==> config.mk <==
export PLATFORM = sky130hd
export DESIGN_NAME = intpol2_dn_ctrl
export DESIGN_NICKNAME = d
export VERILOG_FILES = /design/src/rtl/intpol2_pkg.sv /design/src/rtl/intpol2_mod_cnt.sv /design/src/rtl/intpol2_dn_ctrl.sv
export SDC_FILE = /design/constraint.sdc
export NUM_CORES = 1
export LEC_CHECK = 0
export ABC_AREA = 1
export BUFFER_PORTS_ARGS = -buffer_cell sky130_fd_sc_hd__buf_2
export CAP_MARGIN = 30
export CORE_ASPECT_RATIO = 2
export CORE_MARGIN = 4
export CORE_UTILIZATION = 45
export CTS_CLUSTER_DIAMETER = 50
export DETAILED_ROUTE_END_ITERATION = 12
export GPL_TIMING_DRIVEN = 0
export PLACE_DENSITY_LB_ADDON = 0.3
export REMOVE_ABC_BUFFERS = 1
export SYNTH_ARGS = -nofsm -noshare
export SYNTH_HDL_FRONTEND = slang
export SYNTH_SLANG_ARGS = --single-unit
==> constraint.sdc <==
create_clock -name clk -period 2.3 [get_ports clk]
set_clock_uncertainty 0.2 [all_clocks]
set_input_delay 0.23 -clock clk [delete_from_list [all_inputs] [get_ports clk]]
set_output_delay 0.23 -clock clk [all_outputs]
set_load 0.01 [all_outputs]
==> src/rtl/intpol2_pkg.sv <==
// Shared definitions for the quadratic-interpolator controller slice.
// - mode_e        : operating mode encoding (interpolate / pass-through)
// - m_cnt_width() : bit width of the coefficient-load sequence counter
// - sel_xi_width(): bit width of the history-tap select output
package intpol2_pkg;

  typedef enum logic {
    MODE_INTERP = 1'b0,
    MODE_BYPASS = 1'b1
  } mode_e;

  // m_cnt walks 0..num_m, so it needs room for num_m+1 distinct values.
  function automatic int unsigned m_cnt_width(input int unsigned num_m);
    return $clog2(num_m + 1);
  endfunction

  // sel_xi saturates at num_m, so it must be able to represent num_m itself.
  function automatic int unsigned sel_xi_width(input int unsigned num_m);
    return $clog2(num_m + 1);
  endfunction

endpackage

==> src/rtl/intpol2_mod_cnt.sv <==
// Modulo-N up-counter with synchronous clear and enable.
// Ports:
//   clk  : rising-edge clock
//   rst  : synchronous active-high reset
//   clr  : synchronous clear (same effect as rst)
//   en   : advance the count, wrapping from N-1 back to 0
//   cnt  : current count value (0..N-1)
//   wrap : count is sitting at its terminal value N-1
module intpol2_mod_cnt #(
  parameter int unsigned N = 4,
  parameter int unsigned W = 2
) (
  input  logic         clk,
  input  logic         rst,
  input  logic         clr,
  input  logic         en,
  output logic [W-1:0] cnt,
  output logic         wrap
);

  localparam logic [W-1:0] LAST = W'(N - 1);

  always_ff @(posedge clk) begin
    if (rst || clr) begin
      cnt <= '0;
    end else if (en) begin
      cnt <= (cnt == LAST) ? '0 : cnt + 1'b1;
    end
  end

  assign wrap = (cnt == LAST);

endmodule

==> src/rtl/intpol2_dn_ctrl.sv <==
// Sequencing / next-state controller for the 2nd-order interpolator datapath.
// Tracks input samples against the programmed run length, sequences the
// coefficient-register loads, selects the history tap while the pipeline is
// priming, generates the interpolation phase and registers the FIFO-bypass
// decision.
// Parameters:
//   DATA_WIDTH : sample counter and ilen are DATA_WIDTH+1 bits
//   LOG2_D     : interpolation factor D = 2**LOG2_D (>= 1)
//   NUM_M      : coefficient registers loaded per sample (>= 2)
// Ports:
//   clk, rst, clear : clock, sync active-high reset, sync soft clear
//   mode            : 0 interpolate, 1 pass-through (phase held at 0)
//   empty, afull    : FIFO status
//   busy            : datapath active
//   en_sum          : advance sample counter
//   en_m_addr       : run coefficient-load sequencer (0 holds it at 0)
//   phase_en        : advance interpolation phase
//   done            : end of run, clears sample counter and phase
//   ilen            : samples in run
//   comp_cnt        : last sample reached
//   comp_addr       : last coefficient load this cycle
//   ld_m            : one-hot coefficient load strobes
//   sel_xi          : history-tap select, min(cnt+1, NUM_M)
//   phase           : current interpolation phase
//   phase_wrap      : final phase of the current sample
//   fifo_bypass     : registered bypass decision
module intpol2_dn_ctrl
  import intpol2_pkg::*;
#(
  parameter int unsigned DATA_WIDTH = 32,
  parameter int unsigned LOG2_D     = 2,
  parameter int unsigned NUM_M      = 3
) (
  input  logic                             clk,
  input  logic                             rst,
  input  logic                             clear,
  input  logic                             mode,
  input  logic                             empty,
  input  logic                             afull,
  input  logic                             busy,
  input  logic                             en_sum,
  input  logic                             en_m_addr,
  input  logic                             phase_en,
  input  logic                             done,
  input  logic [DATA_WIDTH:0]              ilen,
  output logic                             comp_cnt,
  output logic                             comp_addr,
  output logic [NUM_M-1:0]                 ld_m,
  output logic [sel_xi_width(NUM_M)-1:0]   sel_xi,
  output logic [LOG2_D-1:0]                phase,
  output logic                             phase_wrap,
  output logic                             fifo_bypass
);

  localparam int unsigned CW = DATA_WIDTH + 1;
  localparam int unsigned MW = m_cnt_width(NUM_M);
  localparam int unsigned SW = sel_xi_width(NUM_M);
  localparam int unsigned D  = 1 << LOG2_D;

  // History is primed once cnt reaches NUM_M-1; sel_xi saturates from there.
  localparam logic [CW-1:0] SEL_SAT_AT = CW'(NUM_M - 1);
  localparam logic [SW-1:0] SEL_MAX    = SW'(NUM_M);

  logic [CW-1:0] cnt;
  logic [MW-1:0] m_cnt;
  logic          m_last;
  logic          ph_last;
  logic          bypass_mode;

  assign bypass_mode = (mode == MODE_BYPASS);

  // Sample counter: done outranks en_sum; wraps naturally at 2**CW.
  always_ff @(posedge clk) begin
    if (rst || clear || done) begin
      cnt <= '0;
    end else if (en_sum) begin
      cnt <= cnt + 1'b1;
    end
  end

  // Coefficient-load sequencer: 0,1..NUM_M,0,... while enabled, parked at 0
  // otherwise. done does not touch it.
  intpol2_mod_cnt #(
    .N (NUM_M + 1),
    .W (MW)
  ) u_m_cnt (
    .clk  (clk),
    .rst  (rst),
    .clr  (clear || !en_m_addr),
    .en   (en_m_addr),
    .cnt  (m_cnt),
    .wrap (m_last)
  );

  // Interpolation phase: pass-through mode pins it to 0 on the next edge.
  intpol2_mod_cnt #(
    .N (D),
    .W (LOG2_D)
  ) u_phase_cnt (
    .clk  (clk),
    .rst  (rst),
    .clr  (clear || done || bypass_mode),
    .en   (phase_en),
    .cnt  (phase),
    .wrap (ph_last)
  );

  // ilen==0 would underflow ilen-1; treat an empty run as already complete.
  assign comp_cnt = (ilen == '0) ? 1'b1 : (cnt >= (ilen - 1'b1));

  assign sel_xi = (cnt >= SEL_SAT_AT) ? SEL_MAX : SW'(cnt + 1'b1);

  always_comb begin
    ld_m = '0;
    for (int unsigned k = 0; k < NUM_M; k++) begin
      ld_m[k] = (m_cnt == MW'(k + 1));
    end
  end

  // m_cnt at its terminal value NUM_M is exactly ld_m[NUM_M-1].
  assign comp_addr = m_last;

  // In pass-through every enabled phase is the final one (D behaves as 1).
  assign phase_wrap = phase_en && (bypass_mode || ph_last);

  always_ff @(posedge clk) begin
    if (rst || clear) begin
      fifo_bypass <= 1'b0;
    end else begin
      fifo_bypass <= busy && !empty && !afull;
    end
  end

endmodule

# [Yosys cells after proc, flatten, opt, wreduce, memory -nomap -nowiden]
# Index checks and enable logic that the tools add are counted.
[word_totals] in_bits=44 reg_bits=38 word_cells=33
[classes] muxes=4 eq_ne=4 n_lt_le_gt_ge=2 reduce_logical=15 addsub=4
[op_table] op="33-bit by 1-bit adder with 33-bit output, second input constant" n=1
[op_table] op="33-bit by 2-bit >= comparator with 1-bit output, second input constant" n=1
[op_table] op="33-bit >= comparator" n=1
[op_table] op="33-bit zero test" n=1
[op_table] op="33-bit by 1-bit subtractor with 33-bit output, second input constant" n=1
[op_table] op="1-bit logical OR" n=8
[op_table] op="2-bit == test, second input constant" n=3
[op_table] op="2-bit two-way mux" n=3
[op_table] op="2-bit by 1-bit adder with 2-bit output, second input constant" n=2
[op_table] op="1-bit logical AND" n=3
[op_table] op="1-bit zero test" n=3
[op_table] op="2-bit by 1-bit == test with 1-bit output, second input constant" n=1
[op_table] op="1-bit two-way mux" n=1

# [Depth between registers and ports, before layout]
# Gate-level depths: netlist of run 1.
[logic_depth] depth_word=3 mapped_depth=19 mapped_depth_nobuf=19

# [By module]
# A second synthesis of run 1 with hierarchy kept.
[hier_totals] cells_unflattened=651 area_unflattened_um2=4042.6
[modules_own_cells] mod="intpol2_dn_ctrl" area_each_um2=3847.4 cells_each=623 n_inst=1
[modules_own_cells] mod="intpol2_mod_cnt" area_each_um2=97.6 cells_each=14 n_inst=2

# [Worst setup path before layout of run 1]
# No wires, ideal clock.
[synth_path] path_type="input to output" startpoint="input port ilen[0]" endpoint="output port comp_cnt" setup_slack_ps=-205 stages=17 arrival_time_ps=2075 t_required_ps=1870 path_cell_list="inv_1 -> ha_1 -> nand2_2 -> nor2_4 -> nand3_4 -> nor2_2 -> nand2_1 -> xor2_1 -> ha_1 -> nand2_1 -> nor2_1 -> nand2_1 -> nor2_1 -> nand3_1 -> nand2_1 -> nor2_1 -> nand3_1"
[synth_via] elab_chain_cells=3 word_cells_on_any_way=4
[synth_rtl] item="start, declared" line_no="intpol2_dn_ctrl.sv:45" text="input logic [DATA_WIDTH:0] ilen,"
[synth_rtl] item="33-bit by 1-bit subtractor with 33-bit output" line_no="intpol2_dn_ctrl.sv:109" text="assign comp_cnt = (ilen == '0) ? 1'b1 : (cnt >= (ilen - 1'b1));"
[synth_rtl] item="33-bit >= comparator" line_no="intpol2_dn_ctrl.sv:109"
[synth_rtl] item="1-bit two-way mux *" line_no="intpol2_dn_ctrl.sv:109"
[synth_rtl] item="end, declared" line_no="intpol2_dn_ctrl.sv:46" text="output logic comp_cnt,"
# Every way passes the cells marked *; elsewhere a longest branch is shown, timed or not.

# [Worst setup path in the final report of run 1]
# Same ends and word-level chain as after synthesis.

==> results by group, run 1 <==
Outcome
  • Outcome: finished with violations
  • Failing checks: negative setup slack

Clock tree
  • CTS Buffer Depth: 2
  • Worst-Skew Late Latency: 290 ps
  • H-tree Lvls: 2
  • TritonCTS Buffers: 5
  • Clock Root Buffer: clkbuf_16
  • CTS tree: yes
  • Clock sink count: 38
  • CTS clock-pin slew for the worst setup and hold paths: roughly 60 ps

Timing
  • Setup TNS Final: -553.7 ps
  • Crit share post-route: 124.1%
  • RSZ-0062 raised after global routing: true
  • Worst-Margin Slew: 570.7 ps
  • Fin. Hold Viols: 0
  • Final worst slack: -553.7 ps
  • Final Setup Violations: 1
  • Fin crit period: 2854 ps
  • Slew HR: between 60 and 70%
  • Max-slew violations: 0
  • Fmax: 350.4 MHz
  • WHS: around 8.4 ps

Finish
  • Diode count: 0
  • Fraction of layout cells with a size suffix above 1: between 20 and 25%
  • Finished Layout Cells: between 700 and 800
  • Layout area overhead: 22.91%
  • Layout Nets: 781
  • Final instance area: roughly 4800 µm²
  • Filler cells: between 800 and 900

Critical path
  • Worst Setup End Kind: output port
  • CP max-delay cell: ha_1
  • Buf/Inv on CP: 5
  • WS Path Type: in2out
  • Most used cell, CP: nand2_1
  • Top delay family on crit path: simple AND/OR/NAND/NOR gates
  • Cells along the critical path: buf_8 -> inv_6 -> ha_4 -> buf_4 -> buf_4 -> nand4_1 -> nor2_1 -> xnor2_1 -> ha_1 -> nand2_1 -> nand2_1 -> nand2_1 -> nand2_1 -> a21oi_2 -> nand2_1 -> nor2_1 -> nand3_1 -> buf_2
  • CP arrival: roughly 2400 ps
  • Worst Path Max Fanout: 3
  • WP data required: between 1500 and 2000 ps
  • Startpoint Class: input pin
  • Crit path largest cell delay: around 260 ps

Die
  • Die H: ~140 µm
  • Die Footprint: just over 10000 µm²
  • Die Width: about 74 µm
  • Row Count: 47
  • I/O pins: 55
  • Starting density of the core: a little under half
  • Core box area: about 8400 µm²

Route
  • DR pass1 iterations: 4
  • Vias: approximately 4200
  • Via density: roughly 5.3
  • Final WL: approximately 11000 µm
  • Initial drt markers: 215
  • Antenna-violating nets left: 0
  • # DRC: 0
  • Per-cell routed wire length: approximately 14 µm

Placed design
  • DPL Wire Length: roughly 9000 µm
  • Placer congestion estimate: 0.8671
  • PortBufs: between 50 and 60
  • Dpl ws: -873.7 ps
  • Dpl cells: roughly 770
  • Placed instance area: around 4300 µm²

Synth
  • Seq/Total Area, Yosys: 19.42%
  • Post-synthesis cell area: ~4000 µm²
  • Synthesized area per cell: 6.276 µm²
  • Synth unique cells: 34
  • Share of the synthesized area in the top cell type: between 10% and 20%
  • Top cells by area, synth: dfxtp_1 19%, nand2_1 13%, ha_1 13%
  • Area leader, netlist: dfxtp_1
  • Synth Warn #: 0
  • Cells after synthesis: 624
  • FF+latch count, synth: 38

Run
  • Max Cap Viol: 0

Worst hold path
  • Min-Delay Path Class: in2reg

Global routing
  • Vias in the first global route: 4215
  • Initial antenna violation count: 0
  • Largest net degree at the start of global routing: 23
  • Total track usage: ~22%
  • First-pass GRT wire length: roughly 18000 µm
  • Total congestion overflow: 0

Pwr
  • LEAKAGE: 0.002198 µW
  • Cell area power density: 385.5 nW/µm²
  • VDD IR max: 0.0003855 V
placed cells by master (no fill, tap or decap), drive strengths merged, types with 8 or more instances in the layout:
master / count
xor2: 22
inv: 92
xnor2: 10
nor2: 136
a21oi: 28
ha: 40
nand2: 152
nor3: 16
buf: 68
nand4: 24
nand3: 34
dfxtp: 38
o21ai: 8
worst paths after layout:
| path | start | end | slack (ps) | cells past startpoint |
|---|---|---|---|---|
| worst min-delay path | phase_en | u_phase_cnt.cnt[0]$_SDFFE_PP0P_ | 8 | 3 |
| worst max register to register | cnt[1]$_SDFFE_PP0P_ | cnt[26]$_SDFFE_PP0P_ | 210 | 10 |
| worst max-delay path | ilen[0] | comp_cnt | -550 | 18 |
| worst min register to register | u_phase_cnt.cnt[1]$_SDFFE_PP0P_ | u_phase_cnt.cnt[1]$_SDFFE_PP0P_ | 280 | 2 |
area by class of cell:
type                    count  area, µm²  share of cell area [%]
clock inverters             2      60.06                   1.248
repair buffers             71      434.2                   9.020
inverters                  92      355.3                   7.382
multi-input cells         489       2942                   61.11
well taps                  98      122.6                   2.547
flip-flops and latches     38      760.7                   15.80
clock buffers               6      138.9                   2.885
where the power goes:
| part | switching [µW] | internal [µW] |
|---|---|---|
| clock | 287 | 652 |
| combinational | 147 | 108 |
| sequential | 2.26 | 660 |
worst reg2reg max path, delay by kind of cell (launching register included):
kind	cells	cell delay (ps)
fa+ha+maj	1	290
flops	1	500
buf+inv	1	90
simple gates	8	880
through the flow:
stage | utilization, % | power (µW)
global placement | 50.89 | 877.9
CTS | 56.12 | 1846
floorplan | - | 795.0
global route | 57.24 | 1915
finish | 57.24 | 1855
detailed placement | 50.92 | 886.7
cell usage after synthesis (all sizes together):
library cell  count
nand3            34
xor2             22
nand4            24
ha               40
o21ai             8
nor3             16
o21a              3
nor4              5
nor2            136
xnor2            10
or2               2
o21bai            2
nand3b            2
dfxtp            38
a31oi             1
inv              92
and3              1
a21o              2
nand2           152
nor4b             1
buf               5
a21oi            28
cells by family after synthesis:
logic type               count (synthesis)  synth area share (%)
AO/OA/AOI/OAI                           44                 6.102
adder cells (fa/ha/maj)                 40                 12.78
buffers and inverters                   97                 9.648
flip-flops                              38                 19.42
XOR/XNOR                                32                 7.156
AND/OR/NAND/NOR                        373                 44.89
layer usage:
metal | vias to the layer above | global-route usage (%) | share of wire, %
met1 | 1925 | 20.25 | 33
met3 | 43 | 2.152 | 4.0
met4 | 0 | 12.80 | 5.7
met5 | - | 0 | 0
met2 | 124 | 44.05 | 57
li1 | 2137 | - | -
what timing repair did:
| item | 4_1_cts | 5_1_grt |
|---|---|---|
| pin swaps | 20 | 18 |
| resized for setup | 33 | 19 |
| setup buffers | 11 | 3 |
| hold endpoints to repair | 2 | 0 |
| hold buffers | 3 | 0 |
| endpoints found under the setup margin | 3 | 1 |
state kept, by name, summed over array words and instances, names as in the netlist:
name	cells
u_m_cnt.cnt	2
fifo_bypass	1
u_phase_cnt.cnt	2
cnt	33
(Power assumes the default switching activity.)
==> run 2: changes to the inputs <==
--- a/config.mk
+++ b/config.mk
@@ -10,7 +10,7 @@
 export CAP_MARGIN = 30
 export CORE_ASPECT_RATIO = 2
 export CORE_MARGIN = 4
-export CORE_UTILIZATION = 45
+export CORE_UTILIZATION = 35
 export CTS_CLUSTER_DIAMETER = 50
 export DETAILED_ROUTE_END_ITERATION = 12
 export GPL_TIMING_DRIVEN = 0
==> results by group, run 2 (synthesized netlist as in run 1, its figures left out) <==
Outcome
  • Outcome: finished with violations
  • Failing checks: negative setup slack

Finish
  • Layout Nets: 783 (+0.26%)
  • Layout area overhead: 25.05%
  • Most frequent cells in the layout: 132 x nand2_1, 93 x nor2_1, 84 x inv_1, 52 x buf_2
  • Commonest non-fill, non-tap cell in the layout: nand2_1
  • Top Registers: cnt (33), u_m_cnt.cnt (2), u_phase_cnt.cnt (2)
  • Fraction of layout cells with a size suffix above 1: 23.71% (+1.7 points)
  • Max FFs per register: 33 (unchanged)
  • Most flop-heavy register: cnt
  • Diode count: 0 (unchanged)

Global routing
  • First-pass GRT wire length: 18670 µm (+2.9%)
  • Initial antenna violation count: 0 (unchanged)
  • Largest net degree at the start of global routing: 23 (unchanged)
  • Total track usage: 18.63% (-3.6 points)
  • Vias in the first global route: 4178 (-0.88%)
  • Total congestion overflow: 0 (unchanged)

Timing
  • Crit share post-route: 123.5% (-0.61 points)
  • Final Setup Violations: 1 (unchanged)
  • Max-slew violations: 0 (unchanged)
  • Worst-Margin Slew: 548.7 ps (-21.96 ps)
  • Fmax: 352.1 MHz (+0.49%)
  • Fin crit period: 2840 ps (-14.02 ps)
  • Final worst slack: -539.7 ps (+14.02 ps)
  • Setup TNS Final: -539.7 ps (+14.02 ps)
  • Slew HR: 63.33% (+1.5 points)
  • Fin. Hold Viols: 0 (unchanged)
  • RSZ-0062 raised after global routing: true

Clock tree
  • CTS clock-pin slew for the worst setup and hold paths: 60 ps (about the same)
  • Clock Root Buffer: clkbuf_16
  • TritonCTS Buffers: 5 (unchanged)
  • CTS Buffer Depth: 2 (unchanged)
  • Clock sink count: 38 (unchanged)
  • H-tree Lvls: 2 (unchanged)
  • Worst-Skew Late Latency: 290 ps (about the same)
  • CTS tree: yes

Critical path
  • Crit path largest cell delay: 290 ps (+30 ps)
  • Cells along the critical path: buf_6 -> inv_4 -> ha_4 -> buf_4 -> buf_4 -> nand3_1 -> nor2_2 -> xor2_1 -> ha_1 -> nand2_1 -> nor2_1 -> nand2_2 -> nor2_4 -> nand3_2 -> nand2_1 -> nor2_1 -> nand3_1 -> buf_2
  • CP max-delay cell: ha_1
  • WS Path Type: in2out
  • WP data required: 1870 ps (about the same)
  • Startpoint Class: input pin
  • CP arrival: 2410 ps (about the same)
  • Worst Setup End Kind: output port
  • Worst Path Max Fanout: 3 (unchanged)

Route
  • Initial drt markers: 179 (-17%)
  • Antenna-violating nets left: 0 (unchanged)
  • Via density: 4.885 (-8.1%)
  • Vias: 4103 (-3.0%)
  • DR pass1 iterations: 4 (unchanged)
  • # DRC: 0 (unchanged)
  • Final WL: 11510 µm (+2.8%)
  • Per-cell routed wire length: 13.70 µm (-2.5%)

Run
  • Max Cap Viol: 0 (unchanged)

Pwr
  • LEAKAGE: 0.002222 µW (+1.1%)
  • VDD IR max: 0.0002325 V (-40%)
  • Cell area power density: 336.5 nW/µm² (-13%)

Worst hold path
  • Min-Delay Path Class: in2reg

Die
  • Starting density of the core: 35.78% (-11 points)
  • Die Width: 82.80 µm (+12%)
  • Die Footprint: 13050 µm² (+26%)
  • I/O pins: 55 (unchanged)
  • Core box area: 10950 µm² (+30%)
  • Row Count: 54 (+15%)
  • Die H: 157.6 µm (+13%)

Placed design
  • PortBufs: 54 (unchanged)
  • Dpl ws: -984.3 ps (-110.6 ps)
  • Placer congestion estimate: 0.8428 (-2.8%)
  • DPL Wire Length: 9461 µm (+5.3%)
## run 2: worst paths after layout
| kind | startpoint | to | slack, ps | cells after the start |
|---|---|---|---|---|
| worst max register to register | cnt[1]$_SDFFE_PP0P_ | cnt[28]$_SDFFE_PP0P_ | 260 | 8 |
| worst min-delay path | rst | u_m_cnt.cnt[1]$_SDFFE_PP0P_ | 10 | 4 |
| worst min register to register | u_phase_cnt.cnt[1]$_SDFFE_PP0P_ | u_phase_cnt.cnt[1]$_SDFFE_PP0P_ | 280 | 2 |
| worst max-delay path | ilen[0] | comp_cnt | -540 | 18 |
## run 2: per-layer routing
metal	global-route usage, %	wire, µm	vias to the layer above
met5	0	0	-
met4	9.977	562	0
met3	1.708	217	31
met2	36.72	6621	66
met1	17.94	4110	1873
li1	-	-	2133
## run 2: critical path, delay by kind of cell
kind,cells,cell delay (ps)
XOR/XNOR,1,80
buffers and inverters,5,500
adder cells (fa/ha/maj),2,440
AND/OR/NAND/NOR,10,1150
## run 2: layout make-up
cell class | count | area [µm²]
Clock inverter | 1 | 5.005
Multi-Input combinational cell | 489 | 3022
Tap cell | 140 | 175.2
Clock buffer | 7 | 142.6
Timing Repair Buffer | 73 | 439.2
Fill cell | 1162 | 6048
Sequential cell | 38 | 760.7
Inverter | 92 | 352.8
## run 2: where the power goes
group / switching (µW) / leakage [µW] / internal [µW]
logic: 152 / 0.00184 / 109
clock network: 294 / 0.0000739 / 431
registers: 2.22 / 0.000306 / 660
## run 2: what timing repair did
| action | CTS | global route |
|---|---|---|
| gates resized for setup | 29 | 39 |
| setup endpoints to repair | 3 | 1 |
| endpoints found under the hold margin | 3 | 0 |
| pin swaps | 16 | 25 |
| hold buffers | 4 | 0 |
| setup buffers | 10 | 5 |
## run 2: per-stage QoR
step / std cells / power, µW / hold slack [ps] / instance area (µm²) / util, %
after global placement: 813 / 879.7 / 191.2 / 4332 / 39.57
final: 840 / 1648 / 9.534 / 4897 / 44.74
after detailed placement: 813 / 887.9 / 196.2 / 4334 / 39.60
after global routing: 840 / 1707 / 16.72 / 4897 / 44.74
after CTS: 835 / 1632 / 8.727 / 4705 / 42.98
after floorplan: 619 / 795.0 / 106.5 / 3886 / -
==> run 3: changes to the inputs <==
--- a/config.mk
+++ b/config.mk
@@ -10,7 +10,7 @@
 export CAP_MARGIN = 30
 export CORE_ASPECT_RATIO = 2
 export CORE_MARGIN = 4
-export CORE_UTILIZATION = 35
+export CORE_UTILIZATION = 53
 export CTS_CLUSTER_DIAMETER = 50
 export DETAILED_ROUTE_END_ITERATION = 12
 export GPL_TIMING_DRIVEN = 0
==> results by group, run 3 (synthesized netlist as in run 1, its figures left out) <==
Timing
  • Setup TNS Final: -532.3 ps (+7.377 ps)
  • RSZ-0062 raised after global routing: true
  • Max-slew violations: 0 (unchanged)
  • Slew HR: 51.90% (-11 points)
  • Fmax: 353.1 MHz (+0.26%)
  • Final worst slack: -532.3 ps (+7.377 ps)
  • WHS: 8.619 ps (-0.9151 ps)
  • Fin crit period: 2832 ps (-7.377 ps)
  • Crit share post-route: 123.1% (-0.32 points)
  • Worst-Margin Slew: 718.8 ps (+170.1 ps)
  • Final Setup Violations: 1 (unchanged)
  • Fin. Hold Viols: 0 (unchanged)

Critical path
  • Buf/Inv on CP: 4 (-1)
  • Most used cell, CP: nor2_4
  • Top delay family on crit path: simple AND/OR/NAND/NOR gates
  • Levels on crit path: 20 (+2)
  • CP arrival: 2400 ps (about the same)
  • Worst Path Max Fanout: 4 (+1)
  • FF-to-FF path depth: 8 (unchanged)
  • CP max-delay cell: ha_1
  • WP data required: 1870 ps (about the same)
  • Worst Setup End Kind: output port
  • Crit path largest cell delay: 290 ps (about the same)
  • Startpoint Class: input pin
  • WS Path Type: in2out
  • Cells along the critical path: buf_6 -> inv_4 -> ha_4 -> nand2_4 -> nor2_4 -> nand3_4 -> buf_4 -> nor2_4 -> nand2_2 -> xor2_1 -> ha_1 -> nand2_1 -> nor2_2 -> nand2_2 -> nor2_4 -> nand3_2 -> nand2_1 -> nor2_1 -> nand3_1 -> buf_2

Die
  • Die Footprint: 8912 µm² (-32%)
  • Die H: 129.6 µm (-18%)
  • Starting density of the core: 54.30% (+19 points)
  • Row Count: 44 (-19%)
  • Die Width: 68.79 µm (-17%)
  • I/O pins: 55 (unchanged)
  • Core box area: 7212 µm² (-34%)

Pwr
  • Logic pwr share: 15.7% (-0.2 points)
  • Total power: 1642 µW (-0.35%)
  • LEAKAGE: 0.002210 µW (-0.50%)
  • P_sw: 444.6 µW (-0.83%)
  • Internal: 1198 µW (-0.17%)
  • Cell area power density: 339.3 nW/µm² (+0.83%)
  • Switching share of power: 27.07% (-0.13 points)
  • VDD IR max: 0.0002663 V (+15%)
  • Seq pwr share: 40.3% (about the same)
  • Clock power share: 43.9% (about the same)

Worst hold path
  • Min-Delay Path Class: in2reg
  • Worst hold stages: 4 (unchanged)

Outcome
  • Failing checks: negative setup slack
  • Outcome: finished with violations

Clock tree
  • Worst-Skew Late Latency: 290 ps (about the same)
  • CTS clock-pin slew for the worst setup and hold paths: 60 ps (about the same)
  • Clock sink count: 38 (unchanged)
  • CTS Buffer Depth: 2 (unchanged)
  • CTS tree: yes
  • H-tree Lvls: 2 (unchanged)
  • Clock Root Buffer: clkbuf_16
  • TritonCTS Buffers: 5 (unchanged)

Placed design
  • Placer congestion estimate: 0.9155 (+8.6%)
  • PortBufs: 54 (unchanged)
  • DPL Wire Length: 8804 µm (-6.9%)
  • Dpl ws: -889.8 ps (+94.47 ps)

Finish
  • Layout area overhead: 23.58%
  • Layout Nets: 785 (+0.26%)
  • Diode count: 0 (unchanged)
  • Multi-input logic area: 3002 µm² (-0.66%)
  • Most frequent cells in the layout: 133 x nand2_1, 92 x nor2_1, 83 x inv_1, 51 x buf_2
  • Fraction of layout cells with a size suffix above 1: 24.22% (+0.50 points)
  • Most flop-heavy register: cnt
  • Sequential Area: 760.7 µm² (unchanged)
  • Filler cells: 618 (-47%)
  • Max FFs per register: 33 (unchanged)
  • Commonest non-fill, non-tap cell in the layout: nand2_1
  • Top Registers: cnt (33), u_m_cnt.cnt (2), u_phase_cnt.cnt (2)

Route
  • DR pass1 iterations: 5 (+1)
  • Initial drt markers: 246 (+37%)
  • Met3 routed WL: 374 µm (+72%)
  • Vias: 4271 (+4.1%)
  • Met1 WL: 3914 µm (-4.8%)
  • WL met2: 6217 µm (-6.1%)
  • # DRC: 0 (unchanged)
  • Antenna-violating nets left: 0 (unchanged)
  • Max Used Layer: met4
  • Per-cell routed wire length: 14.06 µm (+2.6%)
  • Final WL: 11170 µm (-3.0%)
  • Via density: 5.379 (+10%)

Global routing
  • Total track usage: 25.88% (+7.3 points)
  • First-pass GRT wire length: 17700 µm (-5.2%)
  • Initial antenna violation count: 0 (unchanged)
  • Largest net degree at the start of global routing: 14 (-39%)
  • Total congestion overflow: 0 (unchanged)
  • Vias in the first global route: 4167 (-0.26%)

Run
  • Max Cap Viol: 0 (unchanged)
-- run 3: cell types whose count changed in the layout (fill, tap and decap cells not counted), sizes merged --
cell | before | now
buf | 69 | 72
dlygate4sd3 | 4 | 3
-- run 3: area by class of cell --
cell class,instances,area share (%)
multi-input cells,489,62.02
well taps,92,2.378
inverters,92,7.291
clock buffers,7,2.947
clock inverters,1,0.1034
repair buffers,75,9.540
flip-flops and latches,38,15.72
-- run 3: metrics by stage --
step	area [µm²]	util [%]	std cells
global route	4840	67.11	794
detailed placement	4283	59.39	766
CTS	4644	64.40	788
finish	4840	67.11	794
floorplan	3886	-	619
global placement	4272	59.23	765
-- run 3: power by group through the flow --
stage          logic, µW  registers (µW)  clock network (µW)
2_1_floorplan        118             677                   0
3_3_place_gp         198             677                   0
3_5_place_dp         209             677                   0
4_1_cts              233             663                 718
5_1_grt              290             663                 743
6_report             258             662                 721
-- run 3: worst reg2reg max path: stages (launching register included) --
cell and delay [ps]:
dfxtp_1 490, ha_1 300, nand4_1 160, nor2_1 230, nand3_1 190, nor2_2 190
nand3_1 100, nand2_1 70, nor2_1 40
-- run 3: per-layer routing --
layer	up-vias	global-route usage (%)
met5	-	0
met1	1945	25.79
met4	0	17.13
met3	53	3.296
met2	130	47.27
li1	2143	-
-- run 3: timing repair --
item / 4_1_cts / 5_1_grt
endpoints found under the setup margin: 1 / 1
hold endpoints to repair: 2 / 0
setup buffers: 11 / 6
pin swaps: 21 / 33
hold buffers: 3 / 0
gates resized for setup: 27 / 42
-- run 3: path summary, 6_finish.rpt --
check,to,start,slack [ps]
worst max-delay path,comp_cnt,ilen[0],-530
worst min-delay path,u_m_cnt.cnt[1]$_SDFFE_PP0P_,clear,9
worst max register to register,cnt[28]$_SDFFE_PP0P_,cnt[1]$_SDFFE_PP0P_,240
worst min register to register,u_phase_cnt.cnt[1]$_SDFFE_PP0P_,u_phase_cnt.cnt[1]$_SDFFE_PP0P_,280
